[config.mk]
export PLATFORM = sky130hd
export DESIGN_NAME = dp_ram_fifo_ctrl_flat
export DESIGN_NICKNAME = d
export VERILOG_FILES = /design/src/rtl/dp_ram_fifo_ctrl_pkg.sv /design/src/rtl/dp_ram_fifo_ctrl_if.sv /design/src/rtl/dp_ram_fifo_ctrl.sv /design/src/flat_wrapper.sv
export SDC_FILE = /design/constraint.sdc
export NUM_CORES = 1
export LEC_CHECK = 0
export ABC_AREA = 1
export BUFFER_PORTS_ARGS = -buffer_cell sky130_fd_sc_hd__buf_4
export CELL_PAD_IN_SITES_DETAIL_PLACEMENT = 0
export CELL_PAD_IN_SITES_GLOBAL_PLACEMENT = 1
export CORE_MARGIN = 4
export CORE_UTILIZATION = 42
export DETAILED_ROUTE_END_ITERATION = 10
export PLACE_DENSITY = 0.9
export SKIP_CTS_REPAIR_TIMING = 1
export SLEW_MARGIN = 20
export SYNTH_ARGS = -nofsm -noshare
export SYNTH_HDL_FRONTEND = slang
export SYNTH_SLANG_ARGS = --single-unit
[constraint.sdc]
create_clock -name clk -period 4.4 [get_ports clk]
set_input_delay 0.66 -clock clk [delete_from_list [all_inputs] [get_ports clk]]
set_output_delay 0.66 -clock clk [all_outputs]
set_load 0.02 [all_outputs]
[src/rtl/dp_ram_fifo_ctrl_pkg.sv]
// Shared sizing constants for the 16x8 RAM FIFO and its controller.
// The enum classifies the accepted request in a given cycle.
package dp_ram_fifo_ctrl_pkg;
    localparam int unsigned FIFO_AW    = 4;
    localparam int unsigned FIFO_DEPTH = 2 ** FIFO_AW;
    localparam int unsigned FIFO_CW    = FIFO_AW + 1;

    typedef enum logic [1:0] {
        OP_NONE = 2'b00,
        OP_PUSH = 2'b01,
        OP_POP  = 2'b10,
        OP_BOTH = 2'b11
    } op_e;
endpackage

[src/rtl/dp_ram_fifo_ctrl_if.sv]
// Request, RAM-control and status bundle between the FIFO users and the controller.
// The master side is the producer/consumer; the slave side is dp_ram_fifo_ctrl.
interface dp_ram_fifo_ctrl_if
    import dp_ram_fifo_ctrl_pkg::*;
#(
    parameter int unsigned AW = FIFO_AW
);
    logic          push;
    logic          pop;
    logic          flush;
    logic          err_clr;
    logic          ram_wr_enb;
    logic          ram_rd_enb;
    logic [AW-1:0] ram_wr_addr;
    logic [AW-1:0] ram_rd_addr;
    logic          rd_valid;
    logic          full;
    logic          empty;
    logic          almost_full;
    logic          almost_empty;
    logic [AW:0]   count;
    logic          overflow;
    logic          underflow;

    modport master (
        output push, pop, flush, err_clr,
        input  ram_wr_enb, ram_rd_enb, ram_wr_addr, ram_rd_addr, rd_valid,
        input  full, empty, almost_full, almost_empty, count, overflow, underflow
    );

    modport slave (
        input  push, pop, flush, err_clr,
        output ram_wr_enb, ram_rd_enb, ram_wr_addr, ram_rd_addr, rd_valid,
        output full, empty, almost_full, almost_empty, count, overflow, underflow
    );
endinterface

[src/rtl/dp_ram_fifo_ctrl.sv]
// FIFO controller that drives a dual-port RAM's enables and addresses.
// Flags come from registered pointers only; write/read enables are same-cycle.
module dp_ram_fifo_ctrl
    import dp_ram_fifo_ctrl_pkg::*;
#(
    parameter int unsigned ADDR_WIDTH = FIFO_AW,
    parameter int unsigned AF_LEVEL   = 14,
    parameter int unsigned AE_LEVEL   = 2
)(
    input logic                clk,
    input logic                rst,
    dp_ram_fifo_ctrl_if.slave  bus
);
    localparam int unsigned PW = ADDR_WIDTH + 1;

    logic [PW-1:0] wr_ptr_q, wr_ptr_d;
    logic [PW-1:0] rd_ptr_q, rd_ptr_d;
    logic [PW-1:0] count_q, count_d;
    logic          rd_valid_q, rd_valid_d;
    logic          overflow_q, overflow_d;
    logic          underflow_q, underflow_d;
    logic          full, empty, push_ok, pop_ok;
    op_e           op;

    always_comb begin
        full    = (wr_ptr_q[PW-1] != rd_ptr_q[PW-1]) &&
                  (wr_ptr_q[PW-2:0] == rd_ptr_q[PW-2:0]);
        empty   = (wr_ptr_q == rd_ptr_q);
        push_ok = bus.push & ~full & ~bus.flush;
        pop_ok  = bus.pop & ~empty & ~bus.flush;
        op      = op_e'({pop_ok, push_ok});
    end

    always_comb begin
        wr_ptr_d    = wr_ptr_q;
        rd_ptr_d    = rd_ptr_q;
        count_d     = count_q;
        rd_valid_d  = pop_ok;
        overflow_d  = (overflow_q & ~bus.err_clr) | (bus.push & full & ~bus.flush);
        underflow_d = (underflow_q & ~bus.err_clr) | (bus.pop & empty & ~bus.flush);
        // push_ok/pop_ok are already masked by flush, so flush only needs to zero state
        if (bus.flush) begin
            wr_ptr_d = '0;
            rd_ptr_d = '0;
            count_d  = '0;
        end else begin
            unique case (op)
                OP_PUSH: begin
                    wr_ptr_d = wr_ptr_q + PW'(1);
                    count_d  = count_q + PW'(1);
                end
                OP_POP: begin
                    rd_ptr_d = rd_ptr_q + PW'(1);
                    count_d  = count_q - PW'(1);
                end
                OP_BOTH: begin
                    wr_ptr_d = wr_ptr_q + PW'(1);
                    rd_ptr_d = rd_ptr_q + PW'(1);
                end
                default: ;
            endcase
        end
    end

    always_ff @(posedge clk or posedge rst) begin
        if (rst) begin
            wr_ptr_q    <= '0;
            rd_ptr_q    <= '0;
            count_q     <= '0;
            rd_valid_q  <= 1'b0;
            overflow_q  <= 1'b0;
            underflow_q <= 1'b0;
        end else begin
            wr_ptr_q    <= wr_ptr_d;
            rd_ptr_q    <= rd_ptr_d;
            count_q     <= count_d;
            rd_valid_q  <= rd_valid_d;
            overflow_q  <= overflow_d;
            underflow_q <= underflow_d;
        end
    end

    assign bus.ram_wr_enb   = push_ok;
    assign bus.ram_rd_enb   = pop_ok;
    assign bus.ram_wr_addr  = wr_ptr_q[PW-2:0];
    assign bus.ram_rd_addr  = rd_ptr_q[PW-2:0];
    assign bus.rd_valid     = rd_valid_q;
    assign bus.full         = full;
    assign bus.empty        = empty;
    assign bus.almost_full  = (count_q >= PW'(AF_LEVEL));
    assign bus.almost_empty = (count_q <= PW'(AE_LEVEL));
    assign bus.count        = count_q;
    assign bus.overflow     = overflow_q;
    assign bus.underflow    = underflow_q;
endmodule
[src/flat_wrapper.sv]
// flat-port wrapper written by rule: the top's interface ports become plain ports
module dp_ram_fifo_ctrl_flat import dp_ram_fifo_ctrl_pkg::*;
#(
    parameter int unsigned ADDR_WIDTH = FIFO_AW,
    parameter int unsigned AF_LEVEL   = 14,
    parameter int unsigned AE_LEVEL   = 2
)
  (clk, rst, bus_push, bus_pop, bus_flush, bus_err_clr, bus_ram_wr_enb, bus_ram_rd_enb, bus_ram_wr_addr, bus_ram_rd_addr, bus_rd_valid, bus_full, bus_empty, bus_almost_full, bus_almost_empty, bus_count, bus_overflow, bus_underflow);
  dp_ram_fifo_ctrl_if bus_i ();
  input logic clk;
  input logic rst;
  input wire logic [$bits(bus_i.push)-1:0] bus_push;
  input wire logic [$bits(bus_i.pop)-1:0] bus_pop;
  input wire logic [$bits(bus_i.flush)-1:0] bus_flush;
  input wire logic [$bits(bus_i.err_clr)-1:0] bus_err_clr;
  output wire logic [$bits(bus_i.ram_wr_enb)-1:0] bus_ram_wr_enb;
  output wire logic [$bits(bus_i.ram_rd_enb)-1:0] bus_ram_rd_enb;
  output wire logic [$bits(bus_i.ram_wr_addr)-1:0] bus_ram_wr_addr;
  output wire logic [$bits(bus_i.ram_rd_addr)-1:0] bus_ram_rd_addr;
  output wire logic [$bits(bus_i.rd_valid)-1:0] bus_rd_valid;
  output wire logic [$bits(bus_i.full)-1:0] bus_full;
  output wire logic [$bits(bus_i.empty)-1:0] bus_empty;
  output wire logic [$bits(bus_i.almost_full)-1:0] bus_almost_full;
  output wire logic [$bits(bus_i.almost_empty)-1:0] bus_almost_empty;
  output wire logic [$bits(bus_i.count)-1:0] bus_count;
  output wire logic [$bits(bus_i.overflow)-1:0] bus_overflow;
  output wire logic [$bits(bus_i.underflow)-1:0] bus_underflow;
  assign bus_i.push = bus_push;
  assign bus_i.pop = bus_pop;
  assign bus_i.flush = bus_flush;
  assign bus_i.err_clr = bus_err_clr;
  assign bus_ram_wr_enb = bus_i.ram_wr_enb;
  assign bus_ram_rd_enb = bus_i.ram_rd_enb;
  assign bus_ram_wr_addr = bus_i.ram_wr_addr;
  assign bus_ram_rd_addr = bus_i.ram_rd_addr;
  assign bus_rd_valid = bus_i.rd_valid;
  assign bus_full = bus_i.full;
  assign bus_empty = bus_i.empty;
  assign bus_almost_full = bus_i.almost_full;
  assign bus_almost_empty = bus_i.almost_empty;
  assign bus_count = bus_i.count;
  assign bus_overflow = bus_i.overflow;
  assign bus_underflow = bus_i.underflow;
  dp_ram_fifo_ctrl #(.ADDR_WIDTH(ADDR_WIDTH), .AF_LEVEL(AF_LEVEL), .AE_LEVEL(AE_LEVEL)) u_core (.clk(clk), .rst(rst), .bus(bus_i));
endmodule
==> Yosys cells after proc, flatten, opt, wreduce, memory -nomap -nowiden <==
Index checks and enable logic that the tools add are counted.
{ "word_totals": {"output_inout_bits": 22, "inputBits": 6, "regBits": 18, "word_cells": 46} }
{ "classes": {"order_cmp": 2, "add_sub_neg": 4, "n_reduce_logical": 6, "eq_ne": 6, "n_bitwise": 16, "mux": 6} }
{ "ops": {"columns": ["cell", "n"], "rows": [
  ["2-to-1 mux 5 bit", 5],
  ["adder 5 x 1 -> 5 bit, second input constant", 3],
  ["bitwise AND 1 bit", 10],
  ["one-hot mux 5 bit (2 select lines)", 1],
  ["equality test 5 bit", 1],
  [">= comparator 5 x 4 -> 1 bit, second input constant", 1],
  ["<= comparator 5 x 2 -> 1 bit, second input constant", 1],
  ["subtractor 5 x 1 -> 5 bit, second input constant", 1],
  ["equality test 2 bit, second input constant", 2],
  ["equality test 4 bit", 1],
  ["NOT 1 bit", 4],
  ["nonzero test 2 bit", 2],
  ["OR reduction 2 bit", 2],
  ["nonzero test 3 bit", 1],
  ["equality test 2 x 1 -> 1 bit, second input constant", 1],
  ["OR 1 bit", 2],
  ["logical AND 1 bit", 1],
  ["inequality test 1 bit", 1]
]} }

==> Logic depth before layout (Yosys ltp) <==
Gate-level depths: netlist of run 1.
{ "logic_depth": {"word_depth": 9, "depth_mapped": 19, "mapped_depth_nobuf": 19} }

==> Worst setup path after synthesis of run 1 <==
OpenSTA, ideal clock, no wires.
{ "synth_path": {"path_kind": "input to register", "startpoint": "input bus_flush", "endpoint": "register u_core.count_q[4] (netlist: u_core.bus.count[4])", "path_slack_ns": 2.019, "arrival_time_ns": 2.264, "required_time_ns": 4.283, "stages": 16, "setup_ns": 0.117, "n_path_buf": 0, "cell_sequence": "inv_1 -> nand2_1 -> inv_1 -> nand2_4 -> inv_4 -> nand2_8 -> fa_1 -> nand3b_1 -> nand2_1 -> nand2_1 -> nand2_1 -> inv_1 -> nand3_1 -> nand2_1 -> nand3_2 -> nand2_1"} }
{ "synth_via": {"elab_chain_len": 5, "elab_cells_between_ends": 8, "classes_between": "2 x eq/ne; 2 x mux; 3 x bitwise; 1 x reduce/logical"} }
{ "synth_lines": {"columns": ["item", "line", "source"], "rows": [
  ["from (decl)", "flat_wrapper.sv:14", "input wire logic [$bits(bus_i.flush)-1:0] bus_flush;"],
  ["NOT 1 bit *", "dp_ram_fifo_ctrl.sv:30", "pop_ok = bus.pop & ~empty & ~bus.flush;"],
  ["bitwise AND 1 bit *", "dp_ram_fifo_ctrl.sv:30", null],
  ["via bus_ram_rd_enb", "flat_wrapper.sv:17", "output wire logic [$bits(bus_i.ram_rd_enb)-1:0] bus_ram_rd_enb;"],
  ["equality test 2 bit or equality test 2 x 1 -> 1 bit (tied branches)", "dp_ram_fifo_ctrl.sv:47", "unique case (op)"],
  ["one-hot mux 5 bit (2 select lines)", "dp_ram_fifo_ctrl.sv:47", null],
  ["2-to-1 mux 5 bit", "dp_ram_fifo_ctrl.sv:42", "if (bus.flush) begin"],
  ["to (signal assigned)", "dp_ram_fifo_ctrl.sv:76", "count_q <= count_d;"],
  ["to (decl)", "dp_ram_fifo_ctrl.sv:18", "logic [PW-1:0] count_q, count_d;"]
]} }
Mark *: on every way through the listed nets, which the timed path passes. The rest lies on a longest branch.
A chain may end at the register's enable or synchronous reset.

==> Worst setup path after layout of run 1 <==
{ "layout_path": {"startpoint": "register u_core.wr_ptr_q[0]", "endpoint": "register u_core.count_q[4] (netlist: u_core.bus.count[4])"} }
{ "layout_via": {"elab_chain_len": 8, "elab_cells_between_ends": 14, "classes_between": "4 x eq/ne; 2 x mux; 6 x bitwise; 2 x reduce/logical"} }
{ "layout_lines": {"columns": ["item", "line", "source"], "rows": [
  ["from (decl)", "dp_ram_fifo_ctrl.sv:16", "logic [PW-1:0] wr_ptr_q, wr_ptr_d;"],
  ["from (signal assigned)", "dp_ram_fifo_ctrl.sv:74", "wr_ptr_q <= wr_ptr_d;"],
  ["equality test 4 bit", "dp_ram_fifo_ctrl.sv:27", "(wr_ptr_q[PW-2:0] == rd_ptr_q[PW-2:0]);"],
  ["logical AND 1 bit", "dp_ram_fifo_ctrl.sv:26", "full = (wr_ptr_q[PW-1] != rd_ptr_q[PW-1]) &&"],
  ["NOT 1 bit", "dp_ram_fifo_ctrl.sv:29", "push_ok = bus.push & ~full & ~bus.flush;"],
  ["bitwise AND 1 bit (2 in series)", "dp_ram_fifo_ctrl.sv:29", null],
  ["equality test 2 bit or equality test 2 x 1 -> 1 bit (tied branches)", "dp_ram_fifo_ctrl.sv:47", null],
  ["one-hot mux 5 bit (2 select lines)", "dp_ram_fifo_ctrl.sv:47", null],
  ["2-to-1 mux 5 bit", "dp_ram_fifo_ctrl.sv:42", null]
]} }
Several ways; a longest one is shown, not always the timed one.

==> run summary, run 1 <==
The buffer levels on the longest clock path came out at 2. After layout, the minimum clock period comes to between 2 and 2.5 ns. Input and output buffers added on the ports amount to 27. For this block, the via count after detailed routing is 1023. The first-pass GRT wire length is 4550 um. The hold violation total from the final report came out at 0.

TritonCTS built the clock tree. The full die area is 0.00392 sq mm. The die outline height is 62.6 um. Ranked by total cell area, the synthesized netlist is headed by dfrtp_1, nand2_1, inv_1. After clock tree synthesis, the clock-pin slew on the worst setup and hold paths is 0.11 ns.

The worst setup path is launched from a flop. The proportion of layout cells with a drive suffix above 1 is 35.5%. Relative to the synthesized area, the layout overhead comes to 17.4%.

The min-delay analysis places its worst path in the category input pin to async pin. The share of the clock period used by the worst path came out at 55.4%. After the first detailed-routing iteration, the DRC count stood at 44. The count of antenna-violating nets left after detailed routing is 0. The number of distinct library cell variants in the gate-level netlist after synthesis is 27. The number of core rows is 19. The net count after synthesis is 161.

The critical setup path kind is flop to flop. For this configuration, the core starts out at a cell density of roughly 45%. The total of warnings raised by yosys is 0. Entering global routing, the biggest net connects 19 pins.

The synthesized design spends more area on one cell type than any other, namely dfrtp_1. The static power due to leakage is 0.775 nW. The number of max-slew violations in the final report came out at 0. The congestion estimate from routability-driven global placement came to 0.855. For the pin with the worst max-slew slack, the measured transition is 0.710 ns. At the later pin of the worst-skew pair, clock insertion delay measures ~0.30 ns. The overall die width is 62.6 um. The tool flagged a number of max-cap violations equal to 0. Headroom to the max-slew limit came out at 52.6%. The average via count per standard cell is 5.04. The highest attainable clock frequency came out at 411 MHz. The final-stage net count came out at about 190.

The global-route congestion overflow total came out at 0. The post-synthesis instance area is between 0.001 and 0.0015 sq mm. The worst setup path is captured at a flop. The run finished with clean final reports. Setup violations remaining at the end of the flow were counted as 0. The number of remaining DRC errors came out at 0.

The worst-path maximum fanout is 6. Of the post-synthesis cell area, the dominant cell type holds 36.0%. The via count of the first global-routing pass is 1022. The arrival time of data at the critical path endpoint is 2.64 ns. The final instance count without filler cells came out at about 200. The design draws ~0.53 mW. The mean cell area of the mapped netlist came out at 8.41 sq um.

The tree is rooted in a clkbuf_4. The data required time at the worst endpoint came out at 4.60 ns. The post-DP HPWL came out at 2080 um. The count of inserted antenna diode cells is 0. The initial antenna violation count is 0.

The share of the Yosys chip area taken by registers is 36.0%. The number of iterations in the first detailed-routing pass is 4. Summed over all failing endpoints, the final setup total negative slack is 0 ns. The clock net in this run drives a total of 18 sinks.

The instance count after placement with tap cells included came out at 199. The core area came out at 0.00281 sq mm. The final setup skew is about 0.0048 ns. The final layout contains routed wiring with a total length of 2590 um. The areal power density over the cells is 359 mW/mm^2.

The number of clock buffers inserted by TritonCTS came out at 3. The worst reg-to-reg setup slack came out at 1.96 ns. Leaving out fill and tap cells, the most frequent cell in the layout is buf_4. The wire length per cell after detailed routing is ~13 um. In this run the number of H-tree levels came out at 1. The total global-route track usage is around 15%. The top cell types in the final layout, fill and taps aside, are buf_4, nand2_1, inv_1. 28 I/O pins were placed. Counting every instance in the synthesized netlist gives 149. Setup repair after global routing left no endpoint under its margin. The post-synthesis register bit count came out at 18. VDD sags by at most 0.000212 V.
==> Yosys cell counts <==
cell type and count:
a2111oi_0 1, a21oi_1 6, buf_4 9, dfrtp_1 18
fa_1 1, ha_1 5, inv_1 19, inv_2 6
inv_4 1, nand2_1 27, nand2_2 4, nand2_4 4
nand2_8 2, nand3_1 12, nand3_2 6, nand3b_1 1
nor2_1 4, nor2_2 1, nor2_4 1, nor3_1 2
o21ai_0 4, o21ai_1 4, o21ai_2 4, o22ai_1 1
o31ai_1 2, xnor2_1 2, xor2_1 2
==> registers in the layout, summed over array words and instances (netlist names) <==
name / flops
u_core.wr_ptr_q: 5
u_core.bus.underflow: 1
u_core.bus.rd_valid: 1
u_core.bus.overflow: 1
u_core.bus.count: 5
u_core.rd_ptr_q: 5
==> worst max-delay path, cell delays in order, from the launching register on <==
cell and delay, ns:
dfrtp_1 0.45, inv_2 0.06, nand2_1 0.06, nand2_1 0.06, nor2_2 0.15, nand3_2 0.17, nand2_4 0.13, inv_4 0.06
nand2_8 0.09, inv_1 0.08, ha_1 0.32, a21oi_1 0.23, nand3_1 0.10, nand2_1 0.11, inv_1 0.04, nand3_1 0.07
nand2_1 0.06, nand3_2 0.05, nand2_1 0.04
==> final timing paths <==
kind,cells after the start,endpoint,startpoint
setup / recovery,18,u_core.bus.count[4],u_core.wr_ptr_q[0]
hold / removal,2,u_core.wr_ptr_q[3],rst
setup reg to reg,18,u_core.bus.count[4],u_core.wr_ptr_q[0]
hold reg to reg,2,u_core.bus.underflow,u_core.bus.underflow
max in group asynchronous,2,u_core.bus.count[2],rst
min in group clk,2,u_core.bus.underflow,bus_err_clr
==> metrics by stage <==
step | utilization (%) | setup WS [ns] | hold slack [ns] | cell area (sq um)
6_report | 52.4 | 1.96 | 0.459 | 1470
5_1_grt | 52.4 | 1.69 | 0.520 | 1470
4_1_cts | 52.4 | 1.95 | 0.483 | 1470
3_5_place_dp | 51.1 | 1.89 | 0.540 | 1430
3_3_place_gp | 51.1 | 1.92 | 0.521 | 1430
2_1_floorplan | - | 2.02 | 0.520 | 1250
==> power breakdown <==
part           switching [mW]  internal, mW  total (mW)
logic                   0.133        0.0845       0.217
clock network          0.0568        0.0505       0.107
registers              0.0200         0.183       0.203
total                   0.209         0.318       0.528
==> metal layers <==
metal	part of all wire (%)	track usage (%)	vias to the layer above
met2	51	26.1	18
li1	-	-	514
met1	44	16.3	487
met5	0	0	-
met3	3.6	2.52	4
met4	1.4	7.71	0
==> final cells by class <==
| type | instances | area (sq um) |
|---|---|---|
| Tap cell | 31 | 38.8 |
| Fill cell | 284 | 1340 |
| Timing Repair Buffer | 28 | 210 |
| Sequential cell | 18 | 450 |
| Inverter | 26 | 100 |
| Multi-Input combinational cell | 96 | 634 |
| Clock buffer | 4 | 36.3 |
==> kinds of logic (layout without fill, tap and decap cells) <==
kind of cell | Yosys count | after routing | synth area share [%]
xor+xnor | 4 | 4 | 2.80
flops | 18 | 18 | 36.0
buf+inv | 35 | 58 | 13.4
fa+ha+maj | 6 | 6 | 6.59
simple gates | 64 | 64 | 30.5
compound gates | 22 | 22 | 10.8
Power figures use the tool's default switching activity.
==> run 2, diff against run 1 <==
--- a/config.mk
+++ b/config.mk
@@ -10,9 +10,9 @@
 export CELL_PAD_IN_SITES_DETAIL_PLACEMENT = 0
 export CELL_PAD_IN_SITES_GLOBAL_PLACEMENT = 1
 export CORE_MARGIN = 4
-export CORE_UTILIZATION = 42
+export CORE_UTILIZATION = 35
 export DETAILED_ROUTE_END_ITERATION = 10
-export PLACE_DENSITY = 0.9
+export PLACE_DENSITY = 0.81
 export SKIP_CTS_REPAIR_TIMING = 1
 export SLEW_MARGIN = 20
 export SYNTH_ARGS = -nofsm -noshare
==> constraint.sdc (replaced) <==
create_clock -name clk -period 2.05 [get_ports clk]
set_input_delay 0.3075 -clock clk [delete_from_list [all_inputs] [get_ports clk]]
set_output_delay 0.3075 -clock clk [all_outputs]
set_load 0.02 [all_outputs]
==> run summary, run 2 (same netlist as run 1, synthesis figures left out) <==
At the pin with the least slew margin, the transition time is a little over 0.7 ns. The maximum number of pins on one net before global-route repair came out at 19. The final setup skew came out at 0.00509 ns.

The number of max-slew violations in the final report was 0. The final-stage net count came out at approximately 220. The first global-routing pass estimated about 5000 um of wire. The final instance count without filler cells came out at 248. Walking the worst path, the cells encountered are xnor2_2 -> inv_1 -> nand3_2 -> nand2_4 -> nand2_8 -> clkinvlp_4 -> ha_4 -> nand3b_1 -> nand2_1 -> nand2_2 -> nand2_2 -> inv_2 -> nand3_2 -> nand2_2 -> nand3_2 -> nand2_1. The number of cells on the worst reg-to-reg path is 16. The total via count in the routed design is about 1100.

The sequential cells in the finished layout cover a total of 450 sq um. The run finished, with violations left. The count of inserted antenna diode cells came out at 0. With fillers left out, the area of the finished cells amounts to 0.00183 sq mm.

The clock tree from TritonCTS is built. The total global-route track usage came out at 14.3%. The worst-case hold slack is 0.123 ns. The global-route congestion overflow total came out at 0. The final weighted congestion in routability-driven placement is 0.838. The full die area is 0.00460 sq mm. Sequential cells account for around a third of the total power. Port buffering added 27 buffers. After clock tree synthesis, the clock-pin slew on the worst setup and hold paths is 0.11 ns.

The final cell utilization of the core is 53.9%. The highest attainable clock frequency came out at 454 MHz. Setup violations remaining at the end of the flow were counted as 3. The share of total power in the clock network came out at 17.1%. The DRC violation total after the first TritonRoute iteration came out at 31. Summed over all nets, the half-perimeter wirelength after detailed placement is 2450 um. The average via count per standard cell came out at 4.61. OpenSTA, run right after detailed placement, puts the worst setup slack at -0.142 ns. The number of clock buffers inserted by TritonCTS came out at 3. Dividing the detail-routed wire length by the instance count gives 12.5 um.

The critical path is of the flop to flop type. The class of the worst hold path is input pin to async pin. In this run, placement finished with an instance count of about 240. The starting density of the core came out at roughly 37%.

The total number of H-tree levels is 1. Setup total negative slack on the finished layout was measured at -0.281 ns. In the layout the commonest cells are buf_4, nand2_1, dfrtp_1. The peak per-stage delay on the critical path is 0.43 ns.

The switching component of the power is between 0.4 and 0.5 mW. The count of antenna-violating nets left after detailed routing came out at 0. The count of max-cap constraint violations came out at 0. The clock passes through at most 2 buffers.

The minimum clock period is 2.20 ns. The proportion of layout cells with a drive suffix above 1 came out at between 50% and 60%. The total length of routed wires came out at 3100 um.

The core area is 0.00339 sq mm. The number of core rows came out at 21. The via count of the first global-routing pass came out at 1141. The number of iterations in the first detailed-routing pass came out at 4. The power after layout came out at roughly 1.3 mW.

The checks that failed: negative setup slack. The hold violation total from the final report came out at 0. The sink count of the clock tree came out at 18.

The share of the clock period used by the worst path is 107%. Setup repair after global routing could not meet its margin everywhere. The areal power density over the cells came out at 709 mW/mm^2.

The number of remaining DRC errors is 0. The signed area change from the synthesized netlist to the final layout is 46.0%. The highest ir drop seen on vdd came out at 0.000491 V. Combinational cells account for 48.9% of the total power. The switching share of total power is 38.3%. The static power due to leakage came out at roughly 0.92 nW. In this run the tightest slew margin relative to its limit is 52.2%.

The worst-path maximum fanout is 3. Once routing completed, OpenROAD measured the worst setup slack at -0.150 ns. The initial antenna violation count is 0.

Clock tree synthesis selected as its root buffer the cell clkbuf_4. The die outline height came out at 67.8 um. The count of fill cells added during filler insertion is between 300 and 400.

Data on the critical path is required at its endpoint by 2.25 ns. The area used by multi-input combinational logic came out at 727 sq um. The overall die width is 67.8 um. The slowest stage of the critical path is the dfrtp_1 cell.

28 I/O pins were placed. The arrival time of data at the critical path endpoint is around 2.4 ns. The startpoint kind of the worst setup timing path is a flop. The placed instance area is roughly 0.0017 sq mm. The clock insertion delay at the later pin of the skew report came out at 0.29 ns. The element type at the critical path end is a flop.

The internal power contribution came out at 0.800 mW. The library cell used most frequently in the layout, excluding fill and tap cells, is buf_4.
run 2: cell types whose count changed in the layout (fill, tap and decap cells not counted), moves of 2 or more:
cell / before / now
xnor2_2: 0 / 2
nand2_2: 4 / 11
a21oi_1: 6 / 4
ha_1: 5 / 3
inv_2: 6 / 11
buf_4: 28 / 54
inv_1: 19 / 13
nand2_1: 27 / 20
xnor2_1: 2 / 0
ha_4: 0 / 2
buf_6: 0 / 4
run 2: power groups by stage:
stage | registers (mW) | logic [mW] | clock network (mW)
CTS | 0.443 | 0.570 | 0.229
global placement | 0.445 | 0.554 | 0
floorplan | 0.476 | 0.313 | 0
detailed placement | 0.448 | 0.570 | 0
global route | 0.450 | 0.685 | 0.246
finish | 0.441 | 0.634 | 0.221
run 2: per-layer routing:
metal | wire, um | global-route usage, %
met1 | 1240 | 16.9
met5 | 0 | 0
met2 | 1700 | 26.6
met3 | 148 | 2.30
met4 | 10 | 3.97
run 2: cell type report:
| class | count | share of cell area [%] |
|---|---|---|
| clock buffer | 4 | 1.98 |
| inverter | 26 | 5.82 |
| multi-input combinational | 96 | 39.8 |
| sequential | 18 | 24.6 |
| tap | 46 | 3.15 |
| timing repair buffer | 58 | 24.6 |
run 2: final timing paths:
path | from | endpoint | slack (ns)
worst max register to register | u_core.wr_ptr_q[4] | u_core.bus.count[4] | -0.15
worst max-delay path | u_core.wr_ptr_q[4] | u_core.bus.count[4] | -0.15
worst min-delay path | rst | u_core.wr_ptr_q[4] | 0.12
worst min register to register | u_core.bus.underflow | u_core.bus.underflow | 0.54
max in group asynchronous | rst | u_core.wr_ptr_q[2] | 1.48
min in group clk | bus_err_clr | u_core.bus.underflow | 0.20
run 2: critical path, delay by kind of cell, from the launching register on:
family,cells,cell delay [ns]
AND/OR/NAND/NOR,11,0.82
XOR/XNOR,1,0.27
adder cells (fa/ha/maj),1,0.32
flip-flops,1,0.43
buffers and inverters,3,0.27
==> run 3, diff against run 2 <==
--- a/config.mk
+++ b/config.mk
@@ -12,6 +12,7 @@
 export CORE_MARGIN = 4
 export CORE_UTILIZATION = 35
 export DETAILED_ROUTE_END_ITERATION = 10
+export MAX_ROUTING_LAYER = met4
 export PLACE_DENSITY = 0.81
 export SKIP_CTS_REPAIR_TIMING = 1
 export SLEW_MARGIN = 20
==> constraint.sdc (replaced) <==
create_clock -name clk -period 2.05 [get_ports clk]
set_input_delay 0.5125 -clock clk [delete_from_list [all_inputs] [get_ports clk]]
set_output_delay 0.5125 -clock clk [all_outputs]
set_load 0.02 [all_outputs]
==> run summary, run 3 (same netlist as run 1, synthesis figures left out) <==
The run finished, with violations left. The final reports fail on negative setup slack. The global-route congestion overflow total came out at 0. The number of iterations in the first detailed-routing pass came out at 4. The worst-path maximum fanout is 4. The number of core rows came out at 21. The first-pass GRT wire length is 4910 um. The clock net in this run drives a total of 18 sinks. The power after layout came out at 1.24 mW.

TritonCTS built the clock tree. The count of inserted antenna diode cells is 0. The final-stage net count came out at around 220.

The setup slack after layout is -0.151 ns. The wire length per cell after detailed routing came out at roughly 12 um. The initial antenna violation count came out at 0. The minimum clock period came out at 2.20 ns. The core area is 0.00339 sq mm. The die outline height came out at 67.8 um. The most numerous cell on the critical path is nand2_2. The count of max-cap constraint violations came out at 0. The maximum number of pins on one net before global-route repair came out at 19. The data required time at the worst endpoint is 1.54 ns. For this design the static power due to leakage is around 0.95 nW. The number of max-slew violations in the final report was 0. The share of the clock period used by the worst path came out at 107%. The peak per-stage delay on the critical path is 0.43 ns. TritonCTS created 3 clock buffers. The via count of the first global-routing pass is between 1000 and 1500. The worst reg-to-reg setup slack came out at -0.11 ns. The number of ports placed on the die boundary is 28.

The count of fill cells added during filler insertion came out at 326. In this run the critical register-to-register path is captured at u_core.bus.count[4]. Leaving out fill and tap cells, the most frequent cell in the layout is buf_4. The depth of the most critical reg-to-reg path came out at 17. The final setup skew is 0.00825 ns. Static timing analysis puts the maximum clock frequency at 454 MHz. Global routing consumed, over all layers together, 14.8% of the routing resources. The final cell area excluding filler cells is ~0.0019 sq mm.

The arrival time of data at the critical path endpoint came out at 1.69 ns. The actual slew at the worst max-slew pin came out at 0.349 ns. Among all stages on the critical path, the largest delay is contributed by dfrtp_1. The DRC violation total after the first TritonRoute iteration came out at 6. Measured along the x axis, the die boundary spans just under 70 um. The proportion of layout cells with a drive suffix above 1 came out at 54.8%. The die covers 0.00460 sq mm. Setup repair after global routing could not meet its margin everywhere. Summing all multi-input logic gate instances after layout gives 702 sq um. The final weighted congestion in routability-driven placement came out at 0.878. Compared with the post-synthesis result, the final layout area differs by 49.4%.

STA classifies the critical path startpoint as a flop. The buffer levels on the longest clock path is 2. The clock insertion delay at the later pin of the skew report came out at 0.29 ns. The critical path in this run is classified as flop to output port. The tree is rooted in a clkbuf_4. The number of input and output port buffers inserted came out at 27. The total setup violations reported at the end of the flow is 4.

The number of remaining DRC errors is 0. The clock-pin transition on the worst setup and hold timing paths is 0.10 ns. Detailed placement ended at an HPWL of 2490 um. The buffering stage count on the worst path with inverters included is 5.

In this run the worst hold path is classified as input pin to async pin. The critical path goes through inv_2 -> nand2_2 -> nand2_2 -> nor2_4 -> nand3_2 -> nand2_4 -> buf_6 -> inv_4 -> nand2_2 -> inv_2 -> buf_6. In this run the number of H-tree levels came out at 1. The count of antenna-violating nets left after detailed routing is 0. The total via count in the routed design is 1176.

The element type at the critical path end is an output port. In this run the cell area measured after placement is approximately 0.0017 sq mm. The storage element area is 450 sq um.

After detailed routing, the number of vias per cell comes to 4.59. For this run, the share of the core covered by cells in the final layout is a little under three fifths. The initial utilization of the core area, before any placement, comes to 37.0%.

In the layout the commonest cells are buf_4, nand2_1, dfrtp_1. The hold violation total from the final report came to 0. The total length of routed wires is ~3100 um. The remaining max-slew budget at the tightest pin is 76.7%.

The cell type group with the largest total delay on the critical path is simple AND/OR/NAND/NOR gates. The startpoint of the most critical register-to-register path is u_core.rd_ptr_q[0]. Across the VDD grid, the largest voltage drop is 0.000366 V.

The areal power density over the cells came out at 664 mW/mm^2.
## run 3: report_power, final
group          total (mW)  leakage [nW]  switching (mW)  internal [mW]
combinational       0.623         0.692           0.329          0.294
clock               0.176        0.0138           0.108         0.0683
sequential          0.444         0.244          0.0510          0.393
total                1.24         0.951           0.487          0.755
## run 3: worst min-delay path: stages
cell and delay (ns):
buf_4 0.11, inv_1 0.04, buf_4 0.24
## run 3: metal layers
metal / part of all wire [%] / track usage, % / vias up
met5: 0 / - / -
met4: 0.32 / 5.21 / 0
met3: 2.8 / 1.97 / 2
met2: 53 / 26.5 / 21
met1: 43 / 16.8 / 558
li1: - / - / 595
## run 3: worst max path at each step
stage | startpoint | endpoint | slack, ns | depth (start not counted)
finish | u_core.rd_ptr_q[0] | bus_ram_wr_enb | -0.15 | 11
CTS | u_core.rd_ptr_q[0] | bus_ram_wr_enb | -0.28 | 11
global placement | bus_flush | u_core.bus.count[4] | -0.11 | 17
floorplan | u_core.wr_ptr_q[1] | u_core.bus.count[4] | -0.08 | 17
detailed placement | bus_flush | u_core.bus.count[4] | -0.12 | 17
global route | u_core.rd_ptr_q[0] | u_core.bus.count[4] | -0.28 | 19
## run 3: area by class of cell
cell class	count	area share, %
multi-input combinational	96	37.5
timing repair buffer	67	28.1
sequential	18	24.1
inverter	26	6.02
tap	46	3.08
clock buffer	3	1.20
## run 3: metrics by stage
stage / instances / TNS, ns / hold WS [ns] / setup slack [ns]
2_1_floorplan: 149 / -0.0797 / 0.451 / -0.0797
3_3_place_gp: 244 / -0.143 / 0.522 / -0.109
3_5_place_dp: 244 / -0.186 / 0.533 / -0.123
4_1_cts: 247 / -0.641 / 0.232 / -0.281
5_1_grt: 256 / -1.18 / 0.255 / -0.285
6_report: 256 / -0.455 / 0.222 / -0.151
